`src/rtl/uart_tx_fifo.sv`:
```
// rtl/uart_tx_fifo.sv - byte FIFO feeding a UART transmitter's tx_start/data_in handshake
module uart_tx_fifo #(
  parameter  int DEPTH = 8,
  localparam int AW    = $clog2(DEPTH)
) (
  input  logic          clk,
  input  logic          rst,
  input  logic          wr_en,
  input  logic [7:0]    wr_data,
  input  logic          flush,
  input  logic          baud_en,
  input  logic          tx_busy,
  output logic          tx_start,
  output logic [7:0]    data_out,
  output logic          full,
  output logic          empty,
  output logic [AW:0]   count,
  output logic          overflow
);

  typedef enum logic [1:0] {
    S_IDLE = 2'd0,
    S_REQ  = 2'd1,
    S_SEND = 2'd2
  } state_t;

  localparam logic [AW:0] COUNT_FULL = (AW+1)'(DEPTH);

  logic [7:0]  mem_q [DEPTH];
  logic [AW-1:0] wr_ptr_q, wr_ptr_d;
  logic [AW-1:0] rd_ptr_q, rd_ptr_d;
  logic [AW:0] count_q, count_d;
  logic        full_q, full_d;
  logic        empty_q, empty_d;
  logic        overflow_q, overflow_d;
  logic [7:0]  data_out_q, data_out_d;
  state_t      state_q, state_d;
  logic        push, pop;

  always_comb begin
    pop  = (state_q == S_REQ) && baud_en && !tx_busy;
    push = wr_en && !flush && (!full_q || pop);
    overflow_d = wr_en && !flush && full_q && !pop;

    wr_ptr_d = push ? wr_ptr_q + AW'(1) : wr_ptr_q;

    // A flush never coincides with an accepted push, so wr_ptr_q is the final write pointer.
    if (flush) begin
      rd_ptr_d = wr_ptr_q;
    end else if (pop) begin
      rd_ptr_d = rd_ptr_q + AW'(1);
    end else begin
      rd_ptr_d = rd_ptr_q;
    end

    if (flush) begin
      count_d = '0;
    end else if (push && !pop) begin
      count_d = count_q + (AW+1)'(1);
    end else if (pop && !push) begin
      count_d = count_q - (AW+1)'(1);
    end else begin
      count_d = count_q;
    end

    full_d  = (count_d == COUNT_FULL);
    empty_d = (count_d == '0);
  end

  always_comb begin
    state_d    = state_q;
    data_out_d = data_out_q;
    tx_start   = 1'b0;
    unique case (state_q)
      S_IDLE: begin
        if (!empty_q && !tx_busy && !flush) begin
          data_out_d = mem_q[rd_ptr_q];
          state_d    = S_REQ;
        end
      end
      S_REQ: begin
        tx_start = 1'b1;
        if (pop) begin
          state_d = S_SEND;
        end else if (flush) begin
          state_d = S_IDLE;
        end
      end
      S_SEND: begin
        if (!tx_busy) begin
          state_d = S_IDLE;
        end
      end
      default: begin
        state_d = S_IDLE;
      end
    endcase
  end

  always_ff @(posedge clk) begin
    if (push) begin
      mem_q[wr_ptr_q] <= wr_data;
    end
  end

  always_ff @(posedge clk or posedge rst) begin
    if (rst) begin
      state_q    <= S_IDLE;
      data_out_q <= 8'h00;
      wr_ptr_q   <= '0;
      rd_ptr_q   <= '0;
      count_q    <= '0;
      full_q     <= 1'b0;
      empty_q    <= 1'b1;
      overflow_q <= 1'b0;
    end else begin
      state_q    <= state_d;
      data_out_q <= data_out_d;
      wr_ptr_q   <= wr_ptr_d;
      rd_ptr_q   <= rd_ptr_d;
      count_q    <= count_d;
      full_q     <= full_d;
      empty_q    <= empty_d;
      overflow_q <= overflow_d;
    end
  end

  assign data_out = data_out_q;
  assign full     = full_q;
  assign empty    = empty_q;
  assign count    = count_q;
  assign overflow = overflow_q;

endmodule

```
`config.mk`:
```
export PLATFORM = sky130hd
export DESIGN_NAME = uart_tx_fifo
export DESIGN_NICKNAME = d
export VERILOG_FILES = /design/src/rtl/uart_tx_fifo.sv
export SDC_FILE = /design/constraint.sdc
export NUM_CORES = 1
export LEC_CHECK = 0
export ABC_AREA = 0
export CAP_MARGIN = 20
export CORE_MARGIN = 4
export CORE_UTILIZATION = 55
export CTS_CLUSTER_DIAMETER = 200
export DETAILED_ROUTE_END_ITERATION = 12
export PLACE_DENSITY = 0.73
export SKIP_LAST_GASP = 1
export SLEW_MARGIN = 20
export SYNTH_ARGS = -nofsm -noshare
export SYNTH_HDL_FRONTEND = slang
export SYNTH_SLANG_ARGS = --single-unit
```
`constraint.sdc`:
```
create_clock -name clk -period 2.5 [get_ports clk]
set_input_delay 0.75 -clock clk [delete_from_list [all_inputs] [get_ports clk]]
set_output_delay 0.75 -clock clk [all_outputs]
set_load 0.01 [all_outputs]
```
==> impl.org <==
** Final layout
- Of the cells placed in the final design, the portion with a size suffix greater than 1 is 0.230.
- Fillers :: 371
- The area growth from synthesis to layout is 20.2%.
- Final-stage net count :: 274
- Area taken by multi-input logic gates :: 993 um2
- Most used cells in the layout excluding fill and tap cells :: 64 x edfxtp_1, 29 x clkdlybuf4s50_1, 22 x dfrtp_1
- Commonest non-fill, non-tap cell in the layout :: edfxtp_1
- Once layout is done, the placed cells without fillers occupy 4250 um2.
- Register area :: 2500 um2
- Number of diodes :: 0

** GRT
- Global Route met1 Usage :: 0.279
- For this run the aggregate overflow at the end of global routing stands at 0.
- Met2 Use GR :: 0.325
- Entering global routing, the biggest net connects 19 pins.
- The initial antenna violation count was 0.
- The first global-routing pass estimated 11100 um of wire.
- GRT busiest layer :: met2
- Number of global-route vias before repair :: 1970
- Gr usage total :: 0.206
- Met3 Use GR :: 0.0583

** Outcome
- The flow ran to the end, and the final reports show no timing, DRC or antenna violations.

** Die
- Core Footprint :: 6060 um2
- For this configuration, the core starts out at a cell density of 0.583.
- In this run the vertical extent of the chip is 88.2 um.
- In this run the count of I/O pins placed on the die edge is 30.
- In this run the core area contains 28 standard-cell rows.
- Width of the die :: 88.2 um
- The die covers 7770 um2.

** Power and ir drop
- VDD sags by at most 0.000675 V.
- Reported leakage power :: 1.53 nW
- Fraction of power consumed by sequential logic :: 0.495
- Combinational cell fraction of total power :: 0.232
- Clk network pwr share :: 0.273
- Overall power of the completed layout :: 3.98 mW
- Design internal power :: 2.85 mW
- Power spread over the standard cell area amounts to 936 nW/um2.
- Net switching share of the total power :: 0.285
- Net switching power :: 1.13 mW

** Synth
- After synthesis, the cell types taking the most area are edfxtp_1 54%, dfrtp_1 16%, mux4_2 10%, mux2i_1 3.4%, nand2_1 1.9%.
- Biggest area consumer among synthesized cells :: edfxtp_1
- For this run, the number of Yosys warnings is 0.
- Post-synthesis cell count :: 206
- Synthesized area divided by synthesized cell count :: 17.2 um2
- For this run, the register share of the synthesized area comes to 0.707.
- Synthesized net count :: 224
- The netlist uses 32 different library cells.
- Post-Syn Area :: 3530 um2
- The share of synthesized area in the top cell type comes to 0.544.
- Number of flip-flops and latches in the synthesized netlist :: 87

** STA
- Setup repair after global routing left no endpoint under its margin.
- Setup violations remaining at the end of the flow were counted as 0.
- Measured against its own limit, the worst slew margin works out to 0.513.
- Transition at the pin with the smallest max-transition slack :: 0.731 ns
- Max Transition Viols Final :: 0
- Final period util :: 0.912
- Clock Skews :: 0.0114 ns
- After layout, the minimum clock period comes to 2.28 ns.
- Hold Fails Final Rpt :: 0
- Highest attainable clock frequency :: 438 MHz
- The tightest hold path in the finished design has a slack of 0.482 ns.

** Routing
- Initial DRC count :: 129
- In the routed design, unresolved DRC markers number 0.
- In this run the remaining antenna-violating nets after routing total 0.
- The first TritonRoute pass finished after 4 iterations.
- In the routed layout, each cell is associated on average with a via count of 5.81.
- After detailed routing, the total wire length is 7160 um.
- In the final routed layout, each cell accounts on average for 21.3 um.
- Via count of the routed design :: 1953

** Min path
- Number of instances on the worst hold path :: 2
- Hold path start :: data_out[1]$_DFFE_PP0P_
- The path with the worst hold slack has its endpoint at data_out[1]$_DFFE_PP0P_.
- Path type of the worst min-delay path :: reg -> reg

** Setup path
- In this run the critical register-to-register path is captured at mem_q[6][0]$_DFFE_PP_.
- Standard cell with the maximum stage delay on the critical path :: clkdlybuf4s50_1
- The startpoint identified for the worst register-to-register timing path is state_q[1]$_DFFE_PP0P_.
- Register-to-register setup slack :: 0.68 ns
- For the worst setup path, the data required time is 1.75 ns.
- STA classifies the critical path endpoint as an output pin.
- The largest single stage delay on the critical path is 0.52 ns.
- Arrival time worst endpoint :: 1.53 ns
- Ordered list of cells on the worst path :: and2b_2, clkdlybuf4s50_1
- Critical path startpoint category :: flip-flop
- Classification of the worst setup path :: reg -> out
- Of all nets on the critical path, the largest fanout is 6.
- Number of cell instances on the worst register-to-register path :: 5

** Clock network
- Counting along the longest clock path gives a buffer depth of 2.
- Once the clock tree was built, the setup fixing pass inserted 0 buffers.
- Number of buffers added to fix hold violations after cts :: 0
- Clock H-tree levels :: 3
- CTS clk-pin slew, worst paths :: 0.09 ns
- TritonCTS created 9 clock buffers.
- The clock drives 87 sinks.
- Buffer cell driving the clock tree root :: clkbuf_8
- CTS tree :: yes
- Count of instances resized after the clock tree is built :: 0
- Clk_lat worst skew :: 0.35 ns

** Place
- At the end of routability-driven placement, the weighted congestion stood at 0.885.
- Detailed placement finished with a half-perimeter wire length of 5200 um.
- After detailed placement, the total cell area comes to 4020 um2.
- Input and output buffers added on the ports amount to 29.

** Flow run
- Number of maximum-capacitance violations :: 0
[cell usage after synthesis]
library cell / count
a211oi_1: 2
a21o_1: 1
a21oi_1: 2
a21oi_4: 1
and2b_2: 1
and4bb_4: 1
buf_1: 2
buf_2: 3
buf_6: 1
clkbuf_1: 2
dfrtp_1: 22
dfstp_2: 1
edfxtp_1: 64
ha_1: 4
inv_1: 3
mux2_2: 1
mux2i_1: 12
mux4_2: 16
nand2_1: 18
nand2b_1: 6
nand3_1: 3
nand3b_1: 1
nand4bb_1: 1
nor2_1: 11
nor3_1: 5
nor4_1: 1
nor4b_4: 1
o21ai_0: 12
or2b_2: 1
or3_4: 1
xnor2_1: 4
xor2_1: 2
[kinds of logic (layout without fill, tap and decap cells)]
group | count (synthesis) | after routing | synth area share
flip-flops | 87 | 87 | 0.707
AND/OR/NAND/NOR | 51 | 51 | 0.0793
buffers and inverters | 11 | 66 | 0.0149
XOR/XNOR | 6 | 6 | 0.0149
AO/OA/AOI/OAI | 18 | 18 | 0.0308
adder cells (fa/ha/maj) | 4 | 4 | 0.0142
multiplexers | 29 | 29 | 0.139
[per-stage QoR]
step | TNS [ns] | worst slack, ns | std cells | utilization
floorplan | 0 | 0.177 | 206 | -
global placement | -5.59 | -0.105 | 320 | 0.664
detailed placement | -6.55 | -0.117 | 320 | 0.664
CTS | 0 | 0.212 | 336 | 0.701
global route | 0 | 0.106 | 336 | 0.701
finish | 0 | 0.219 | 336 | 0.701
[area by class of cell]
type,count,area share
Tap cell,75,0.0221
Clock buffer,9,0.0291
Sequential cell,87,0.588
Timing Repair Buffer,47,0.100
Clock inverter,7,0.0244
Inverter,3,0.00265
Multi-Input combinational cell,108,0.234
[worst max-delay path, delay by kind of cell, from the launching register on]
kind	cells	cell delay, ns
flops	1	0.43
simple gates	1	0.22
buf+inv	1	0.52
[layer usage]
| layer | up-vias | wire length, um |
|---|---|---|
| li1 | 889 | - |
| met1 | 985 | 3080 |
| met2 | 75 | 3560 |
| met3 | 4 | 448 |
| met4 | 0 | 64 |
| met5 | - | 0 |
[power by group through the flow]
stage	clock network (mW)	registers [mW]	logic (mW)
4_1_cts	1.10	1.97	0.939
5_1_grt	1.18	1.99	1.02
2_1_floorplan	0	1.91	0.610
6_report	1.08	1.97	0.925
3_5_place_dp	0	2.00	0.935
3_3_place_gp	0	1.98	0.916
[flip-flops by register name (all words and copies together), names as in the netlist]
name and flops:
mem_q 64, data_out 8, count 4, rd_ptr_q 3
wr_ptr_q 3, state_q 2, empty 1, full 1
overflow 1
[how the worst max path moves through the flow]
stage | from | to
floorplan | tx_busy | mem_q[2][0]$_DFFE_PP_
global placement | wr_en | mem_q[4][0]$_DFFE_PP_
detailed placement | wr_en | mem_q[4][0]$_DFFE_PP_
CTS | state_q[1]$_DFFE_PP0P_ | tx_start
global route | tx_busy | mem_q[2][4]$_DFFE_PP_
finish | state_q[1]$_DFFE_PP0P_ | tx_start
(Power assumes the default switching activity.)
